`config.mk`:
```
export PLATFORM = sky130hd
export DESIGN_NAME = periph_rr_arbiter_flat
export DESIGN_NICKNAME = d
export VERILOG_FILES = /design/src/rtl/periph_arb_pkg.sv /design/src/rtl/periph_rr_arbiter_if.sv /design/src/rtl/periph_arb_id_fifo.sv /design/src/rtl/periph_rr_arbiter.sv /design/src/flat_wrapper.sv
export SDC_FILE = /design/constraint.sdc
export NUM_CORES = 1
export LEC_CHECK = 0
export ABC_AREA = 1
export CELL_PAD_IN_SITES_DETAIL_PLACEMENT = 1
export CELL_PAD_IN_SITES_GLOBAL_PLACEMENT = 2
export CORE_AREA = 4 4 215 217
export DETAILED_ROUTE_END_ITERATION = 12
export DIE_AREA = 0 0 219 221
export PLACE_DENSITY_LB_ADDON = 0.12
export SYNTH_ARGS = -nofsm -noshare
export SYNTH_HDL_FRONTEND = slang
export SYNTH_HIERARCHICAL = 1
export SYNTH_SLANG_ARGS = --single-unit
```
`constraint.sdc`:
```
create_clock -name clk_i -period 2.3 [get_ports clk_i]
set_input_delay 0.46 -clock clk_i [delete_from_list [all_inputs] [get_ports clk_i]]
set_output_delay 0.46 -clock clk_i [all_outputs]
set_load 0.05 [all_outputs]
```
`src/rtl/periph_arb_pkg.sv`:
```
// Shared types and helpers for the cluster peripheral round-robin arbiter.
package periph_arb_pkg;

  localparam int unsigned MAX_NB_REQ              = 32;
  localparam int unsigned DEFAULT_MAX_OUTSTANDING = 4;

  function automatic int unsigned idx_w(input int unsigned n);
    return (n > 1) ? 32'($clog2(n)) : 32'd1;
  endfunction

  localparam int unsigned IDX_MAX_W = idx_w(MAX_NB_REQ);

  typedef logic [IDX_MAX_W-1:0] idx_t;

  typedef struct packed {
    logic valid;
    idx_t idx;
  } pick_t;

  typedef enum logic {
    ST_FREE,
    ST_LOCKED
  } arb_state_e;

  // First asserted request at or after ptr, wrapping modulo n.
  function automatic pick_t rr_pick(input logic [MAX_NB_REQ-1:0] req,
                                    input int unsigned n,
                                    input int unsigned ptr);
    pick_t p;
    int unsigned k;
    p = '0;
    for (int unsigned i = 0; i < MAX_NB_REQ; i++) begin
      k = (ptr + i) % n;
      if ((i < n) && !p.valid && req[idx_t'(k)]) begin
        p.valid = 1'b1;
        p.idx   = idx_t'(k);
      end
    end
    return p;
  endfunction

endpackage

```
`src/rtl/periph_rr_arbiter_if.sv`:
```
// Master-side request/response bundle plus the single peripheral-side port.
interface periph_rr_arbiter_if #(
  parameter int unsigned NB_REQ     = 4,
  parameter int unsigned ADDR_WIDTH = 32,
  parameter int unsigned DATA_WIDTH = 32,
  parameter int unsigned BE_WIDTH   = DATA_WIDTH / 8
);
  logic [NB_REQ-1:0]                 req_i;
  logic [NB_REQ-1:0][ADDR_WIDTH-1:0] add_i;
  logic [NB_REQ-1:0]                 wen_i;
  logic [NB_REQ-1:0][5:0]            atop_i;
  logic [NB_REQ-1:0][DATA_WIDTH-1:0] wdata_i;
  logic [NB_REQ-1:0][BE_WIDTH-1:0]   be_i;
  logic [NB_REQ-1:0]                 gnt_o;
  logic [NB_REQ-1:0]                 r_valid_o;
  logic [NB_REQ-1:0]                 r_opc_o;
  logic [DATA_WIDTH-1:0]             r_rdata_o;

  logic                              req_o;
  logic [ADDR_WIDTH-1:0]             add_o;
  logic                              wen_o;
  logic [5:0]                        atop_o;
  logic [DATA_WIDTH-1:0]             wdata_o;
  logic [BE_WIDTH-1:0]               be_o;
  logic                              gnt_i;
  logic                              r_valid_i;
  logic                              r_opc_i;
  logic [DATA_WIDTH-1:0]             r_rdata_i;

  // Arbiter view.
  modport slave (
    input  req_i, add_i, wen_i, atop_i, wdata_i, be_i,
    input  gnt_i, r_valid_i, r_opc_i, r_rdata_i,
    output gnt_o, r_valid_o, r_opc_o, r_rdata_o,
    output req_o, add_o, wen_o, atop_o, wdata_o, be_o
  );

  // Environment view: masters plus peripheral side.
  modport master (
    output req_i, add_i, wen_i, atop_i, wdata_i, be_i,
    output gnt_i, r_valid_i, r_opc_i, r_rdata_i,
    input  gnt_o, r_valid_o, r_opc_o, r_rdata_o,
    input  req_o, add_o, wen_o, atop_o, wdata_o, be_o
  );
endinterface

```
`src/rtl/periph_arb_id_fifo.sv`:
```
// In-flight winner-ID queue; head is registered storage, no fall-through.
module periph_arb_id_fifo #(
  parameter int unsigned DEPTH = 4,
  parameter int unsigned DW    = 2
) (
  input  logic          clk_i,
  input  logic          rst_ni,
  input  logic          push_i,
  input  logic          pop_i,
  input  logic [DW-1:0] data_i,
  output logic [DW-1:0] data_o,
  output logic          full_o,
  output logic          empty_o
);
  localparam int unsigned PTR_W = (DEPTH > 1) ? $clog2(DEPTH) : 1;
  localparam int unsigned CNT_W = PTR_W + 1;

  logic [DW-1:0]    r_mem [DEPTH];
  logic [PTR_W-1:0] r_wptr;
  logic [PTR_W-1:0] r_rptr;
  logic [CNT_W-1:0] r_cnt;
  logic             w_push;
  logic             w_pop;

  assign full_o  = (r_cnt == CNT_W'(DEPTH));
  assign empty_o = (r_cnt == '0);
  assign w_push  = push_i & ~full_o;
  assign w_pop   = pop_i & ~empty_o;
  assign data_o  = r_mem[r_rptr];

  always_ff @(posedge clk_i) begin
    if (w_push) begin
      r_mem[r_wptr] <= data_i;
    end
  end

  // Pointers wrap naturally since DEPTH is a power of two.
  always_ff @(posedge clk_i) begin
    if (!rst_ni) begin
      r_wptr <= '0;
      r_rptr <= '0;
      r_cnt  <= '0;
    end else begin
      if (w_push) r_wptr <= r_wptr + PTR_W'(1);
      if (w_pop)  r_rptr <= r_rptr + PTR_W'(1);
      case ({w_push, w_pop})
        2'b10:   r_cnt <= r_cnt + CNT_W'(1);
        2'b01:   r_cnt <= r_cnt - CNT_W'(1);
        default: r_cnt <= r_cnt;
      endcase
    end
  end

endmodule

```
`src/rtl/periph_rr_arbiter.sv`:
```
// Round-robin arbiter sharing one peripheral port among NB_REQ masters, with in-order response steering.
module periph_rr_arbiter
  import periph_arb_pkg::*;
#(
  parameter int unsigned NB_REQ          = 4,
  parameter int unsigned ADDR_WIDTH      = 32,
  parameter int unsigned DATA_WIDTH      = 32,
  parameter int unsigned BE_WIDTH        = DATA_WIDTH / 8,
  parameter int unsigned MAX_OUTSTANDING = DEFAULT_MAX_OUTSTANDING
) (
  input  logic                clk_i,
  input  logic                rst_ni,
  periph_rr_arbiter_if.slave  bus,
  output logic                err_o
);
  localparam int unsigned IDX_W = idx_w(NB_REQ);

  arb_state_e       r_state;
  arb_state_e       w_state_nxt;
  logic [IDX_W-1:0] r_rr_ptr;
  logic [IDX_W-1:0] w_rr_ptr_nxt;
  logic [IDX_W-1:0] r_lock_idx;
  logic [IDX_W-1:0] w_lock_idx_nxt;
  logic [IDX_W-1:0] w_winner;
  logic [IDX_W-1:0] w_head;
  logic             r_err;
  pick_t            w_pick;
  logic             w_req_any;
  logic             w_full;
  logic             w_empty;
  logic             w_push;
  logic             w_pop;

  assign w_pick    = rr_pick(MAX_NB_REQ'(bus.req_i), NB_REQ, 32'(r_rr_ptr));
  assign w_req_any = w_pick.valid & (w_pick.idx < IDX_MAX_W'(NB_REQ));
  assign w_winner  = (r_state == ST_LOCKED) ? r_lock_idx : IDX_W'(w_pick.idx);

  // Issue side: a full queue blocks, independent of any same-cycle response.
  assign bus.req_o   = w_req_any & ~w_full & rst_ni;
  assign bus.add_o   = bus.add_i[w_winner];
  assign bus.wen_o   = bus.wen_i[w_winner];
  assign bus.atop_o  = bus.atop_i[w_winner];
  assign bus.wdata_o = bus.wdata_i[w_winner];
  assign bus.be_o    = bus.be_i[w_winner];

  assign w_push = bus.req_o & bus.gnt_i;
  assign w_pop  = bus.r_valid_i & ~w_empty & rst_ni;

  assign bus.r_rdata_o = bus.r_rdata_i;
  assign err_o         = r_err;

  periph_arb_id_fifo #(
    .DEPTH (MAX_OUTSTANDING),
    .DW    (IDX_W)
  ) u_id_fifo (
    .clk_i   (clk_i),
    .rst_ni  (rst_ni),
    .push_i  (w_push),
    .pop_i   (w_pop),
    .data_i  (w_winner),
    .data_o  (w_head),
    .full_o  (w_full),
    .empty_o (w_empty)
  );

  always_comb begin
    bus.gnt_o     = '0;
    bus.r_valid_o = '0;
    bus.r_opc_o   = '0;
    if (w_push) begin
      bus.gnt_o[w_winner] = 1'b1;
    end
    if (w_pop) begin
      bus.r_valid_o[w_head] = 1'b1;
      bus.r_opc_o[w_head]   = bus.r_opc_i;
    end
  end

  // Lock holds an un-granted selection; a grant releases it and rotates priority.
  always_comb begin
    w_state_nxt    = r_state;
    w_rr_ptr_nxt   = r_rr_ptr;
    w_lock_idx_nxt = r_lock_idx;
    if (w_push) begin
      w_state_nxt  = ST_FREE;
      w_rr_ptr_nxt = (w_winner == IDX_W'(NB_REQ - 1)) ? '0 : w_winner + IDX_W'(1);
    end else if (bus.req_o) begin
      w_state_nxt    = ST_LOCKED;
      w_lock_idx_nxt = w_winner;
    end
  end

  always_ff @(posedge clk_i) begin
    if (!rst_ni) begin
      r_state    <= ST_FREE;
      r_rr_ptr   <= '0;
      r_lock_idx <= '0;
    end else begin
      r_state    <= w_state_nxt;
      r_rr_ptr   <= w_rr_ptr_nxt;
      r_lock_idx <= w_lock_idx_nxt;
    end
  end

  // Sticky: a response with nothing in flight can only be a protocol violation.
  always_ff @(posedge clk_i) begin
    if (!rst_ni) begin
      r_err <= 1'b0;
    end else if (bus.r_valid_i && w_empty) begin
      r_err <= 1'b1;
    end
  end

endmodule

```
`src/flat_wrapper.sv`:
```
// flat-port wrapper written by rule: the top's interface ports become plain ports
module periph_rr_arbiter_flat import periph_arb_pkg::*;
#(
  parameter int unsigned NB_REQ          = 4,
  parameter int unsigned ADDR_WIDTH      = 32,
  parameter int unsigned DATA_WIDTH      = 32,
  parameter int unsigned BE_WIDTH        = DATA_WIDTH / 8,
  parameter int unsigned MAX_OUTSTANDING = DEFAULT_MAX_OUTSTANDING
)
  (clk_i, rst_ni, err_o, bus_req_i, bus_add_i, bus_wen_i, bus_atop_i, bus_wdata_i, bus_be_i, bus_gnt_i, bus_r_valid_i, bus_r_opc_i, bus_r_rdata_i, bus_gnt_o, bus_r_valid_o, bus_r_opc_o, bus_r_rdata_o, bus_req_o, bus_add_o, bus_wen_o, bus_atop_o, bus_wdata_o, bus_be_o);
  periph_rr_arbiter_if #(.NB_REQ(NB_REQ), .ADDR_WIDTH(ADDR_WIDTH), .DATA_WIDTH(DATA_WIDTH), .BE_WIDTH(BE_WIDTH)) bus_i ();
  input  logic clk_i;
  input  logic rst_ni;
  output logic err_o;
  input wire logic [$bits(bus_i.req_i)-1:0] bus_req_i;
  input wire logic [$bits(bus_i.add_i)-1:0] bus_add_i;
  input wire logic [$bits(bus_i.wen_i)-1:0] bus_wen_i;
  input wire logic [$bits(bus_i.atop_i)-1:0] bus_atop_i;
  input wire logic [$bits(bus_i.wdata_i)-1:0] bus_wdata_i;
  input wire logic [$bits(bus_i.be_i)-1:0] bus_be_i;
  input wire logic [$bits(bus_i.gnt_i)-1:0] bus_gnt_i;
  input wire logic [$bits(bus_i.r_valid_i)-1:0] bus_r_valid_i;
  input wire logic [$bits(bus_i.r_opc_i)-1:0] bus_r_opc_i;
  input wire logic [$bits(bus_i.r_rdata_i)-1:0] bus_r_rdata_i;
  output wire logic [$bits(bus_i.gnt_o)-1:0] bus_gnt_o;
  output wire logic [$bits(bus_i.r_valid_o)-1:0] bus_r_valid_o;
  output wire logic [$bits(bus_i.r_opc_o)-1:0] bus_r_opc_o;
  output wire logic [$bits(bus_i.r_rdata_o)-1:0] bus_r_rdata_o;
  output wire logic [$bits(bus_i.req_o)-1:0] bus_req_o;
  output wire logic [$bits(bus_i.add_o)-1:0] bus_add_o;
  output wire logic [$bits(bus_i.wen_o)-1:0] bus_wen_o;
  output wire logic [$bits(bus_i.atop_o)-1:0] bus_atop_o;
  output wire logic [$bits(bus_i.wdata_o)-1:0] bus_wdata_o;
  output wire logic [$bits(bus_i.be_o)-1:0] bus_be_o;
  assign bus_i.req_i = bus_req_i;
  assign bus_i.add_i = bus_add_i;
  assign bus_i.wen_i = bus_wen_i;
  assign bus_i.atop_i = bus_atop_i;
  assign bus_i.wdata_i = bus_wdata_i;
  assign bus_i.be_i = bus_be_i;
  assign bus_i.gnt_i = bus_gnt_i;
  assign bus_i.r_valid_i = bus_r_valid_i;
  assign bus_i.r_opc_i = bus_r_opc_i;
  assign bus_i.r_rdata_i = bus_r_rdata_i;
  assign bus_gnt_o = bus_i.gnt_o;
  assign bus_r_valid_o = bus_i.r_valid_o;
  assign bus_r_opc_o = bus_i.r_opc_o;
  assign bus_r_rdata_o = bus_i.r_rdata_o;
  assign bus_req_o = bus_i.req_o;
  assign bus_add_o = bus_i.add_o;
  assign bus_wen_o = bus_i.wen_o;
  assign bus_atop_o = bus_i.atop_o;
  assign bus_wdata_o = bus_i.wdata_o;
  assign bus_be_o = bus_i.be_o;
  periph_rr_arbiter #(.NB_REQ(NB_REQ), .ADDR_WIDTH(ADDR_WIDTH), .DATA_WIDTH(DATA_WIDTH), .BE_WIDTH(BE_WIDTH), .MAX_OUTSTANDING(MAX_OUTSTANDING)) u_core (.clk_i(clk_i), .rst_ni(rst_ni), .bus(bus_i), .err_o(err_o));
endmodule
```
### Yosys cells after proc, flatten, opt, wreduce, memory -nomap -nowiden

Memories as Yosys holds them, arrays and structs flattened. A register that Yosys moved wholly into a read port is not among the register bits.
Index checks and enable logic that the tools add are counted.

| cells by class | value |
|---|---|
| add/subtract/negate cells | 8 |
| equal/unequal tests | 4 |
| mux-type cells | 36 |
| bitwise gates (word level) | 13 |
| reductions and logical operators | 13 |
| $lt $le $gt $ge | 9 |

Operators by type and width:

| kind | count |
|---|---|
| 32-bit binary-select mux with 2-bit select | 2 |
| 32-bit two-way mux | 2 |
| 6-bit two-way mux | 5 |
| 2-bit by 6-bit less-than comparator with 1-bit output (second input constant) | 4 |
| 4-bit two-way mux | 4 |
| 6-bit binary-select mux with 2-bit select | 1 |
| 1-bit binary-select mux with 2-bit select | 5 |
| 1-bit two-way mux | 9 |
| 2-bit by 1-bit adder with 2-bit output (second input constant) | 4 |
| 1-bit AND | 8 |
| 4-bit binary-select mux with 2-bit select | 1 |
| 2-bit two-way mux | 4 |
| 1-bit logical AND | 6 |
| 2-bit by 3-bit less-than comparator with 1-bit output (second input constant) | 2 |
| 3-bit case mux with 2 select lines | 1 |
| 5-bit by 3-bit less-than comparator with 1-bit output (second input constant) | 1 |
| 2-bit adder (second input constant) | 2 |
| 4-bit AND | 1 |
| 1-bit demux with 2-bit select | 2 |
| 2-bit == test (second input constant) | 2 |
| 2-bit by 1-bit >= comparator with 1-bit output (second input constant) | 2 |
| 1-bit NOT | 4 |
| 3-bit by 1-bit adder with 3-bit output (second input constant) | 1 |
| 3-bit == test (second input constant) | 1 |
| other kinds (7) | 9 |

| storage, ports and cells | value |
|---|---|
| flip-flop bits (word level) | 13 |
| bits in writable memories | 8 |
| word-level logic and storage cells | 91 |
| bits of input ports | 341 |
| memories | 1 |
| output and inout bits | 121 |

Memory list:

| memory | words | bits a word | read ports | clocked after Yosys merged registers in | wr ports | RTL line | source |
|---|---|---|---|---|---|---|---|
| u_core.u_id_fifo.r_mem | 4 | 2 | 1 | 1 | 1 | periph_arb_id_fifo.sv:18 | `logic [DW-1:0] r_mem [DEPTH];` |

### Depth between registers and ports, before layout

Gate-level depths: netlist of run 1.

| depth | value |
|---|---|
| depth in word-level cells | 20 |
| gate-level depth with buffers | 22 |
| mapped depth without buffers | 21 |

### Hierarchy

The synthesis of run 1 kept the hierarchy.

By module, submodules not included:

| module | instances | cells each | sequential area each (µm²) | area an instance (µm²) |
|---|---|---|---|---|
| periph_rr_arbiter | 1 | 982 | 120.1 | 4481.8 |
| periph_arb_id_fifo | 1 | 90 | 420.4 | 809.5 |

### Worst setup path before layout of run 1

Ideal clock, no wire load.

| timing | value |
|---|---|
| kind | flip-flop to output port |
| from | reg u_core.r_rr_ptr[0] |
| to | out bus_gnt_o[1] |
| stages on the path, launching flop included | 12 |
| slack | -0.861 ns |
| buffers on the path | 1 |
| data arrival time | 2.701 ns |
| data required time | 1.840 ns |
| path through | dfxtp_1 inv_2 buf_6 nand2_1 nand3_2 nand2_2 nor2_4 nand3b_1 nand3_1 inv_1 nand2_1 nor3_1 |

| on the way | value |
|---|---|
| cells in the longest elaborated chain, start to end | 18 |
| elaborated cells between the ends (all ways) | 33 |
| those cells by class | add/sub (3); order compare (3); mux (16); bitwise (4); reduce/logical (7) |

RTL lines:

| what | RTL line | source |
|---|---|---|
| start, declared | periph_rr_arbiter.sv:20 | `logic [IDX_W-1:0] r_rr_ptr;` |
| start signal, assigned | periph_rr_arbiter.sv:100 | `r_rr_ptr <= w_rr_ptr_nxt;` |
| parallel branches: the longest is 11 deep, another holds 2-bit by 1-bit adder with 2-bit output | n/a |  |
| 6-bit two-way mux * | periph_arb_pkg.sv:34 | `if ((i < n) && !p.valid && req[idx_t'(k)]) begin` |
| 5-bit by 3-bit less-than comparator with 1-bit output | periph_rr_arbiter.sv:35 | `assign w_req_any = w_pick.valid & (w_pick.idx < IDX_MAX_W'(NB_REQ));` |
| 1-bit AND * | periph_rr_arbiter.sv:35 |  |
| 1-bit AND * (2 in series) | periph_rr_arbiter.sv:39 | `assign bus.req_o = w_req_any & ~w_full & rst_ni;` |
| net bus_req_o | flat_wrapper.sv:29 | `output wire logic [$bits(bus_i.req_o)-1:0] bus_req_o;` |
| 1-bit AND * | periph_rr_arbiter.sv:46 | `assign w_push = bus.req_o & bus.gnt_i;` |
| 4-bit two-way mux * | periph_rr_arbiter.sv:70 | `if (w_push) begin` |
| end, declared | flat_wrapper.sv:25 | `output wire logic [$bits(bus_i.gnt_o)-1:0] bus_gnt_o;` |

Mark *: on every way through the listed nets, which the timed path passes. The select of a mux whose other input is x is not followed.

### Worst setup path after layout of run 1

| timing | value |
|---|---|
| from | reg u_core.r_rr_ptr[0] |
| to | out bus_wdata_o[24] |

| on the way | value |
|---|---|
| cells in the longest elaborated chain, start to end | 15 |
| elaborated cells between the ends (all ways) | 24 |
| those cells by class | add/sub (3); mux (15); reduce/logical (6) |

RTL lines:

| what | RTL line | source |
|---|---|---|
| parallel branches: the longest is 11 deep, another holds 2-bit by 1-bit adder with 2-bit output | n/a |  |
| 6-bit two-way mux * | periph_arb_pkg.sv:34 |  |
| 2-bit two-way mux * | periph_rr_arbiter.sv:36 | `assign w_winner = (r_state == ST_LOCKED) ? r_lock_idx : IDX_W'(w_pick.idx);` |
| 32-bit binary-select mux with 2-bit select * | periph_rr_arbiter.sv:43 | `assign bus.wdata_o = bus.wdata_i[w_winner];` |
| 32-bit two-way mux (implied by the code) * | periph_rr_arbiter.sv:43 |  |
| end, declared | flat_wrapper.sv:33 | `output wire logic [$bits(bus_i.wdata_o)-1:0] bus_wdata_o;` |

Mark *: on every way between the ends. The select of a mux whose other input is x is not followed.

==> results of run 1 <==
layer usage:
layer | vias to the layer above | share of wire, % | GRT usage (%)
met4 | 2 | 0.98 | 2.61
met3 | 24 | 5.4 | 3.47
li1 | 4222 | - | -
met1 | 4072 | 41 | 18.8
met5 | - | 0.032 | 0
met2 | 194 | 52 | 28.2
sequential cells by signal, indices dropped and copies added (netlist names), named ones only:
signal,cells
u_core/u_id_fifo/r_mem,8
u_core/u_id_fifo/r_cnt,3
u_core/u_id_fifo/r_wptr,2
u_core/u_id_fifo/r_rptr,2
u_core/r_lock_idx,2
u_core/err_o,1
u_core/r_state,1
u_core/r_rr_ptr,2
worst max path at each step:
stage,end,slack (ns),cells after the start
global placement,bus_atop_o[1],-1.01,17
floorplan,bus_r_valid_o[0],-0.41,6
CTS,bus_wdata_o[23],-0.68,17
detailed placement,bus_wdata_o[23],-1.03,16
finish,bus_wdata_o[24],-0.65,18
global route,bus_wdata_o[24],-0.77,15
cells by family after synthesis:
family / after synthesis / share of synthesized area (%)
AOI/OAI and AO/OA: 23 / 2.22
and+or+nand+nor: 719 / 60.2
buffers and inverters: 300 / 25.6
DFF: 23 / 10.2
adders and majority gates: 7 / 1.80
layout make-up:
cell class | count | area, um2
multi-input cells | 751 | 5500
repair buffers | 541 | 6430
well taps | 592 | 741
diodes | 8 | 20.0
clock buffers | 4 | 78.8
flip-flops and latches | 23 | 552
inverters | 194 | 761
fillers | 5278 | 30000
repair_timing:
| item | in CTS | in global routing |
|---|---|---|
| resized for setup | 319 | 216 |
| gates cloned | 10 | 9 |
| endpoints found under the setup margin | 104 | 101 |
| pin swaps | 35 | 90 |
| setup buffers | 16 | 13 |
| endpoints found under the hold margin | 0 | 0 |
power breakdown:
| group | internal (mW) | switching, mW | leakage, nW |
|---|---|---|---|
| clock | 0.236 | 0.140 | 0.0382 |
| sequential | 0.494 | 0.0413 | 0.199 |
| combinational | 9.20 | 12.4 | 6.38 |
| total | 9.93 | 12.5 | 6.62 |
cell usage in the layout, fill, tap and decap left out, types with 55 or more instances in the layout:
cell,instances
nand2_2,73
buf_12,61
nand2_4,113
nand2_1,175
buf_8,55
nand3_1,211
inv_1,177
clkdlybuf4s50_1,303
nand3_2,61
buf_4,78
worst max-delay path, cell delays in order (launching register included):
cell	delay [ns]
dfxtp_4	0.38
buf_8	0.14
nand2_2	0.06
nand2_2	0.06
nand2_2	0.09
nand2_4	0.06
buf_4	0.14
nand3_2	0.07
nand2_2	0.07
nor2_4	0.13
nand3_4	0.12
buf_12	0.19
buf_12	0.15
clkbuf_16	0.18
nand3_2	0.07
nand2_2	0.06
nand2_4	0.07
nand2_4	0.04
buf_8	0.14
==> reports/results.ini, run 1 <==
[outcome]
status=finished, violations left
violations=setup timing

[global_route]
grt_pass1_wl_um=58400
track_usage_pct=15.5
grt.overflow.total=0
grt_pass1_vias=9271
grt_max_degree=31
grt_antenna_before_repair=8

[cells_and_area]
design_area_um2=14100
drive_gt1_share_pct=38.2
instances_no_fill=2113
area_delta_synth_final_pct=166
nets=1862
post-route-util_pct=31.9

[sta]
post-route-min-period_ns=2.95
fin_crit_sh_pct=128
hold_ws_ns=0.473
fin_skew_ns=0.00314
finalWorstSetupSlack_ns=-0.650
hold_viol_final=0
fmax_mhz=339
slew_headroom_pct=65.9
tns_ns=-47.49
setup_viol=82
tightest_slew_ns=0.509
drv_slew=0
rsz0062_at_grt=true

[floorplanning]
rows=77
boundaryPins=462
coreArea_um2=44100
dieWidth_um=219
initial_core_util_pct=12.0
die_h_um=221
dieArea_um2=48400

[worst_setup_path]
r2r_start=u_core/r_rr_ptr[0]
timing.critical_path.from=u_core/r_rr_ptr[0]
critPathArrivalTime_ns=2.49
start_kind=flop
cp_max_fo=6
reg2regPathDepth=22
cp-end-kind=primary output
required_ns=1.84
r2r_end=u_core/u_id_fifo/r_cnt[2]
reg2reg_slack_ns=-0.20
critPathKind=reg -> out

[clocking]
worstSkewPairLatency_ns=0.25
cts_tree=done
clock-sinks=23
ctsHoldBuffers=0
cts.path.max_buffers=2
clock_tree.root_cell=clkbuf_16
path_clk_slew_ns=0.06
cts_buffers=3
htree_num_levels=1

[power_and_ir_drop]
p_per_area_nw_per_um2=1600
leakage_nw=6.62
vdd_drop_max_v=0.000791
total_power_mw=22.5

[yosys]
synth_area_um2=5290
synthMostInstantiatedCell=nand2_1
syn_inst=1072
async_reset_ff_share_pct=0
yosysWarnings=6
synth_edf_count=8
synth_ff_type=dfxtp_1
yosysTopAreaCell=nand3_1
synth-seq-area-share_pct=10.2
synth_nets=1420
yosys.area.top_type_share_pct=29.9
postSynthAreaPerCell_um2=4.94
synth_commonest_cells=355 x nand2_1, 316 x nand3_1, 189 x inv_1
synth_seq_cells=23
ys_types=27
synth_area_leaders=nand3_1 30%, nand2_1 25%, inv_1 13%

[placement]
place_inst=2055
dp_slack_ns=-1.03
dpl.hpwl_um=30300
place_congestion=0.746
placed_area_um2=11100
port_buffers=397

[routing]
wl_per_cell_um=19.0
routed_via_density=4.03
drt_iter0_markers=251
vias=8514
routed_wl_um=40200
dr.pass1.iters=4
drc=0
antenna_left=0

[hold_path]
min_from=u_core/err_o
holdPathStages=2
worstHoldPathType=reg -> reg
hold_end=u_core/err_o

[flow_run]
maxCapViolCount=0

Note: power is estimated with default switching activity, not from simulation.
==> inputs of run 2 (changes only) <==
--- a/config.mk
+++ b/config.mk
@@ -8,9 +8,9 @@
 export ABC_AREA = 1
 export CELL_PAD_IN_SITES_DETAIL_PLACEMENT = 1
 export CELL_PAD_IN_SITES_GLOBAL_PLACEMENT = 2
-export CORE_AREA = 4 4 215 217
+export CORE_AREA = 4 4 200 202
 export DETAILED_ROUTE_END_ITERATION = 12
-export DIE_AREA = 0 0 219 221
+export DIE_AREA = 0 0 204 206
 export PLACE_DENSITY_LB_ADDON = 0.12
 export SYNTH_ARGS = -nofsm -noshare
 export SYNTH_HDL_FRONTEND = slang
==> constraint.sdc (replaced) <==
create_clock -name clk_i -period 3.8 [get_ports clk_i]
set_input_delay 0.76 -clock clk_i [delete_from_list [all_inputs] [get_ports clk_i]]
set_output_delay 0.76 -clock clk_i [all_outputs]
set_load 0.05 [all_outputs]
==> reports/results.ini, run 2 (synthesis gave the netlist of run 1 again) <==
[outcome]
status=complete, no violations

[sta]
slew_headroom_pct=50.2
post-route-min-period_ns=3.47
fin_skew_ns=0.00372
tightest_slew_ns=0.747
setup_viol=0
fin_crit_sh_pct=91.3
drv_slew=0
fmax_mhz=288
rsz0062_at_grt=false
hold_viol_final=0

[worst_setup_path]
path_cells=inv_2 > nand2_1 > nand2_1 > nand2_1 > nand2_2 > nor2_4 > nand4_1 > nand3_4 > buf_12 > clkbuf_16 > nand3_1 > nand2_1 > nand2_1 > nand2_1 > buf_4
start_kind=flop
required_ns=3.04
cp-end-kind=primary output
cp_max_fo=12
r2r_start=u_core/r_rr_ptr[0]
worst_path_largest_cell_delay_ns=0.49
critPathKind=reg -> out
timing.critical_path.from=u_core/r_rr_ptr[0]
crit_top_cell=nand2_1
cp_slowest_cell=dfxtp_2
critPathArrivalTime_ns=2.71

[clocking]
clock_tree.root_cell=clkbuf_16
cts.path.max_buffers=2
htree_num_levels=1
cts_buffers=3
path_clk_slew_ns=0.06
worstSkewPairLatency_ns=0.26
cts_tree=done
ctsHoldBuffers=0
clock-sinks=23

[power_and_ir_drop]
leakage_nw=5.35
vdd_drop_max_v=0.000475
p_per_area_nw_per_um2=900

[routing]
drt_iter0_markers=231
wl_per_cell_um=17.7
routed_via_density=4.03
dr.pass1.iters=4
antenna_left=0
vias=7797
routed_wl_um=34200
drc=0

[cells_and_area]
design_area_um2=10400
instances_no_fill=1935
area_delta_synth_final_pct=96.0
reg_top3=u_core/u_id_fifo/r_mem (8), u_core/u_id_fifo/r_cnt (3)
drive_gt1_share_pct=12.7
final_cell_mix=343 x nand2_1, 313 x nand3_1, 305 x clkdlybuf4s50_1
nets=1763
largest_register=u_core/u_id_fifo/r_mem
post-route-util_pct=27.1
largest_register_ffs=8
final_common_cell=nand2_1

[floorplanning]
rows=72
dieWidth_um=204
die_h_um=206
initial_core_util_pct=13.8
boundaryPins=462
dieArea_um2=42000
coreArea_um2=38300

[global_route]
grt.overflow.total=0
grt_max_degree=74
grt_antenna_before_repair=2
grt_pass1_wl_um=49100
track_usage_pct=14.8
grt_pass1_vias=8068

[placement]
place_inst=1921
port_buffers=397
dpl.hpwl_um=27100
place_congestion=0.795
placed_area_um2=10000

[hold_path]
min_from=u_core/err_o
worstHoldPathType=reg -> reg

[flow_run]
maxCapViolCount=0

## run 2: cell types whose count changed in the layout (fill, tap and decap cells not counted), moves of 12 or more
cell     change
nand3_2     -57
nand2_1    +168
nand2_4    -107
nand3_1    +102
buf_12      -13
buf_4       -12
nand2_2     -61
nand3_4     -45
buf_8       -54
## run 2: through the flow
stage / setup TNS (ns) / hold slack, ns / setup WS (ns) / power (mW)
detailed placement: 0 / 0.470 / 0.00110 / 8.88
global placement: 0 / 0.472 / 0.0238 / 8.89
finish: 0 / 0.477 / 0.330 / 9.34
floorplan: 0 / 0.462 / 0.0496 / 5.46
global route: 0 / 0.528 / 0.0603 / 10.0
CTS: -0.00310 / 0.488 / -0.00310 / 9.14
## run 2: cell type report
class / instances / area (um2)
Multi-Input combinational cell: 749 / 3490
Tap cell: 518 / 648
Timing Repair Buffer: 444 / 4870
Fill cell: 4836 / 27900
Clock inverter: 1 / 7.51
Antenna cell: 3 / 7.51
Clock buffer: 3 / 75.1
Inverter: 194 / 729
Sequential cell: 23 / 542
## run 2: where the power goes
group | internal (mW) | switching, mW
logic | 3.18 | 5.60
clock network | 0.143 | 0.0914
registers | 0.296 | 0.0329
## run 2: timing repair
action	4_1_cts	5_1_grt
buffers inserted	0	3
setup endpoints to repair	1	79
cloned	0	4
resized for setup	0	43
pin swaps	0	8
## run 2: worst paths after layout
check	endpoint	depth (start not counted)	slack, ns
max	bus_atop_o[1]	15	0.33
min	u_core/err_o	2	0.48
max reg2reg	u_core/u_id_fifo/r_cnt[2]	22	0.75
min reg2reg	u_core/err_o	2	0.48
## run 2: critical path: cells and delay by family, from the launching register on
family	cells	cell delay [ns]
flip-flops	1	0.49
buffers and inverters	4	0.66
AND/OR/NAND/NOR	11	1.29
## run 2: metal layers
layer  global-route usage, %  part of all wire [%]
met1                    18.6                    43
met2                    27.3                    52
met3                    2.90                   5.3
met4                    1.20                  0.26
met5                       0                 0.058
==> inputs of run 3 (changes only) <==
--- a/config.mk
+++ b/config.mk
@@ -9,9 +9,11 @@
 export CELL_PAD_IN_SITES_DETAIL_PLACEMENT = 1
 export CELL_PAD_IN_SITES_GLOBAL_PLACEMENT = 2
 export CORE_AREA = 4 4 200 202
+export CTS_BUF_LIST = sky130_fd_sc_hd__clkbuf_8
 export DETAILED_ROUTE_END_ITERATION = 12
 export DIE_AREA = 0 0 204 206
 export PLACE_DENSITY_LB_ADDON = 0.12
+export SETUP_SLACK_MARGIN = 0.4
 export SYNTH_ARGS = -nofsm -noshare
 export SYNTH_HDL_FRONTEND = slang
 export SYNTH_HIERARCHICAL = 1
==> reports/results.ini, run 3 (synthesis gave the netlist of run 1 again) <==
[worst_setup_path]
cp-end-kind=primary output
r2r_start=u_core/r_rr_ptr[0]
crit_buf_inv=6
reg2regPathDepth=22
path_cells=buf_6 > inv_4 > nand2_4 > nand3_2 > nand2_4 > nor2_4 > nand4_1 > nand3_4 > buf_12 > buf_16 > clkbuf_16 > nand3_1 > nand2_1 > nand2_1 > nand2_2 > buf_8
cp.depth=16
critPathKind=in -> out
cp_slowest_cell=nand3_4
timing.critical_path.from=bus_req_i[0]
start_kind=input pin
required_ns=3.04
cp_max_fo=8
critPathArrivalTime_ns=2.65
crit_family=simple AND/OR/NAND/NOR gates
worst_path_largest_cell_delay_ns=0.22

[floorplanning]
rows=72
coreArea_um2=38300
dieArea_um2=42000
initial_core_util_pct=13.8
dieWidth_um=204
die_h_um=206
boundaryPins=462

[clocking]
cts_tree=done
worstSkewPairLatency_ns=0.27
cts.path.max_buffers=2
htree_num_levels=1
ctsHoldBuffers=0
clock_tree.root_cell=clkbuf_8
path_clk_slew_ns=0.09
clock-sinks=23
cts_buffers=3

[power_and_ir_drop]
vdd_drop_max_v=0.000565
switching_share_pct=55.9
leakage_nw=6.03
p_clk_share_pct=1.4
p_per_area_nw_per_um2=978
seqPwrFrac_pct=2.7
p_switching_mw=6.60
p_int_mw=5.22
combPwrFrac_pct=95.9

[sta]
fin_crit_sh_pct=89.8
fin_skew_ns=0.00426
rsz0062_at_grt=true
finalWorstSetupSlack_ns=0.387
hold_viol_final=0
tightest_slew_ns=0.683
slew_headroom_pct=54.4
post-route-min-period_ns=3.41
fmax_mhz=293
setup_viol=0
drv_slew=0

[placement]
dpl.hpwl_um=27300
dp_slack_ns=-0.0193
placed_area_um2=9910
place_congestion=0.776
port_buffers=397

[routing]
drc=0
vias=8265
routed_wl_um=38800
antenna_left=0
routed_via_density=4.14
dr.pass1.iters=4
drt_iter0_markers=210
wl_per_cell_um=19.4

[flow_run]
maxCapViolCount=0

[cells_and_area]
nets=1821
design_area_um2=12100
final_common_cell=clkdlybuf4s50_1
area_delta_synth_final_pct=128
drive_gt1_share_pct=23.8
largest_register_ffs=8
reg_top3=u_core/u_id_fifo/r_mem (8), u_core/u_id_fifo/r_cnt (3)
largest_register=u_core/u_id_fifo/r_mem
final_cell_mix=305 x clkdlybuf4s50_1, 288 x nand2_1, 272 x nand3_1

[global_route]
grt_max_degree=65
grt_pass1_wl_um=54500
grt.overflow.total=0
grt_pass1_vias=8713
track_usage_pct=16.8
grt_antenna_before_repair=11

[hold_path]
worstHoldPathType=reg -> reg
holdPathStages=2
min_from=u_core/err_o

[outcome]
status=complete, no violations

==> run 3: cell types whose count changed in the layout (fill, tap and decap cells not counted), sizes merged <==
cell          delta
buf             +52
diode            +4
bufbuf           +4
clkinv           +1
dlymetal6s2s     -4
clkbuf           +6
inv              -1
==> run 3: cell type report <==
class	instances	area, um2
fill	4751	26200
timing repair buffer	502	6090
multi-input combinational	749	3970
inverter	194	766
tap	518	648
sequential	23	546
clock buffer	3	41.3
antenna	7	17.5
clock inverter	1	7.51
==> run 3: repair_timing <==
item                       4_1_cts  5_1_grt
gates cloned                    16       12
pin swaps                       38      100
setup buffers                   23        1
gates resized for setup        147      171
setup endpoints to repair       79       81
==> run 3: worst register-to-register path: stages (launching register included) <==
cell and delay, ns:
dfxtp_2 0.36, buf_8 0.15, nand2_1 0.09, nand2_2 0.09, nand2_2 0.10, nand2_4 0.06, nor2_4 0.11, nand3b_1 0.11
nand3_1 0.15, inv_1 0.07, nand2_1 0.08, inv_1 0.07, buf_4 0.15, nand2_4 0.10, ha_1 0.18, inv_1 0.07
fa_1 0.37, inv_1 0.07, nand2_1 0.04, nand3_1 0.09, nand2_1 0.06, nand2_1 0.05, nor2_1 0.03
==> run 3: metrics by stage <==
| stage | hold WS, ns | utilization [%] | setup TNS, ns | power, mW | cells |
|---|---|---|---|---|---|
| 2_1_floorplan | 0.462 | - | 0 | 5.46 | 1072 |
| 3_3_place_gp | 0.454 | 25.9 | -0.0506 | 8.61 | 1934 |
| 3_5_place_dp | 0.474 | 25.9 | -0.0193 | 8.59 | 1934 |
| 4_1_cts | 0.497 | 29.0 | 0 | 10.8 | 1977 |
| 5_1_grt | 0.542 | 31.5 | 0 | 12.6 | 1995 |
| 6_report | 0.500 | 31.6 | 0 | 11.8 | 1997 |
==> run 3: layer usage <==
| metal | GRT usage [%] | wire, um | vias up |
|---|---|---|---|
| met1 | 20.1 | 15800 | 3849 |
| met4 | 2.35 | 414 | 8 |
| met3 | 5.19 | 3080 | 30 |
| met2 | 30.2 | 19400 | 249 |
| li1 | - | - | 4129 |
| met5 | 0 | 53 | - |
==> run 3: final timing paths <==
kind                                                   to  slack, ns
worst max-delay path                       bus_wdata_o[4]       0.39
worst min-delay path                         u_core/err_o       0.50
worst max register to register  u_core/u_id_fifo/r_cnt[2]       1.04
worst min register to register               u_core/err_o       0.50
==> run 3: power by group through the flow <==
stage | logic, mW | registers [mW] | clock network, mW
2_1_floorplan | 5.14 | 0.321 | 0
3_3_place_gp | 8.29 | 0.321 | 0
3_5_place_dp | 8.27 | 0.322 | 0
4_1_cts | 10.3 | 0.320 | 0.171
5_1_grt | 12.1 | 0.325 | 0.178
6_report | 11.3 | 0.321 | 0.161
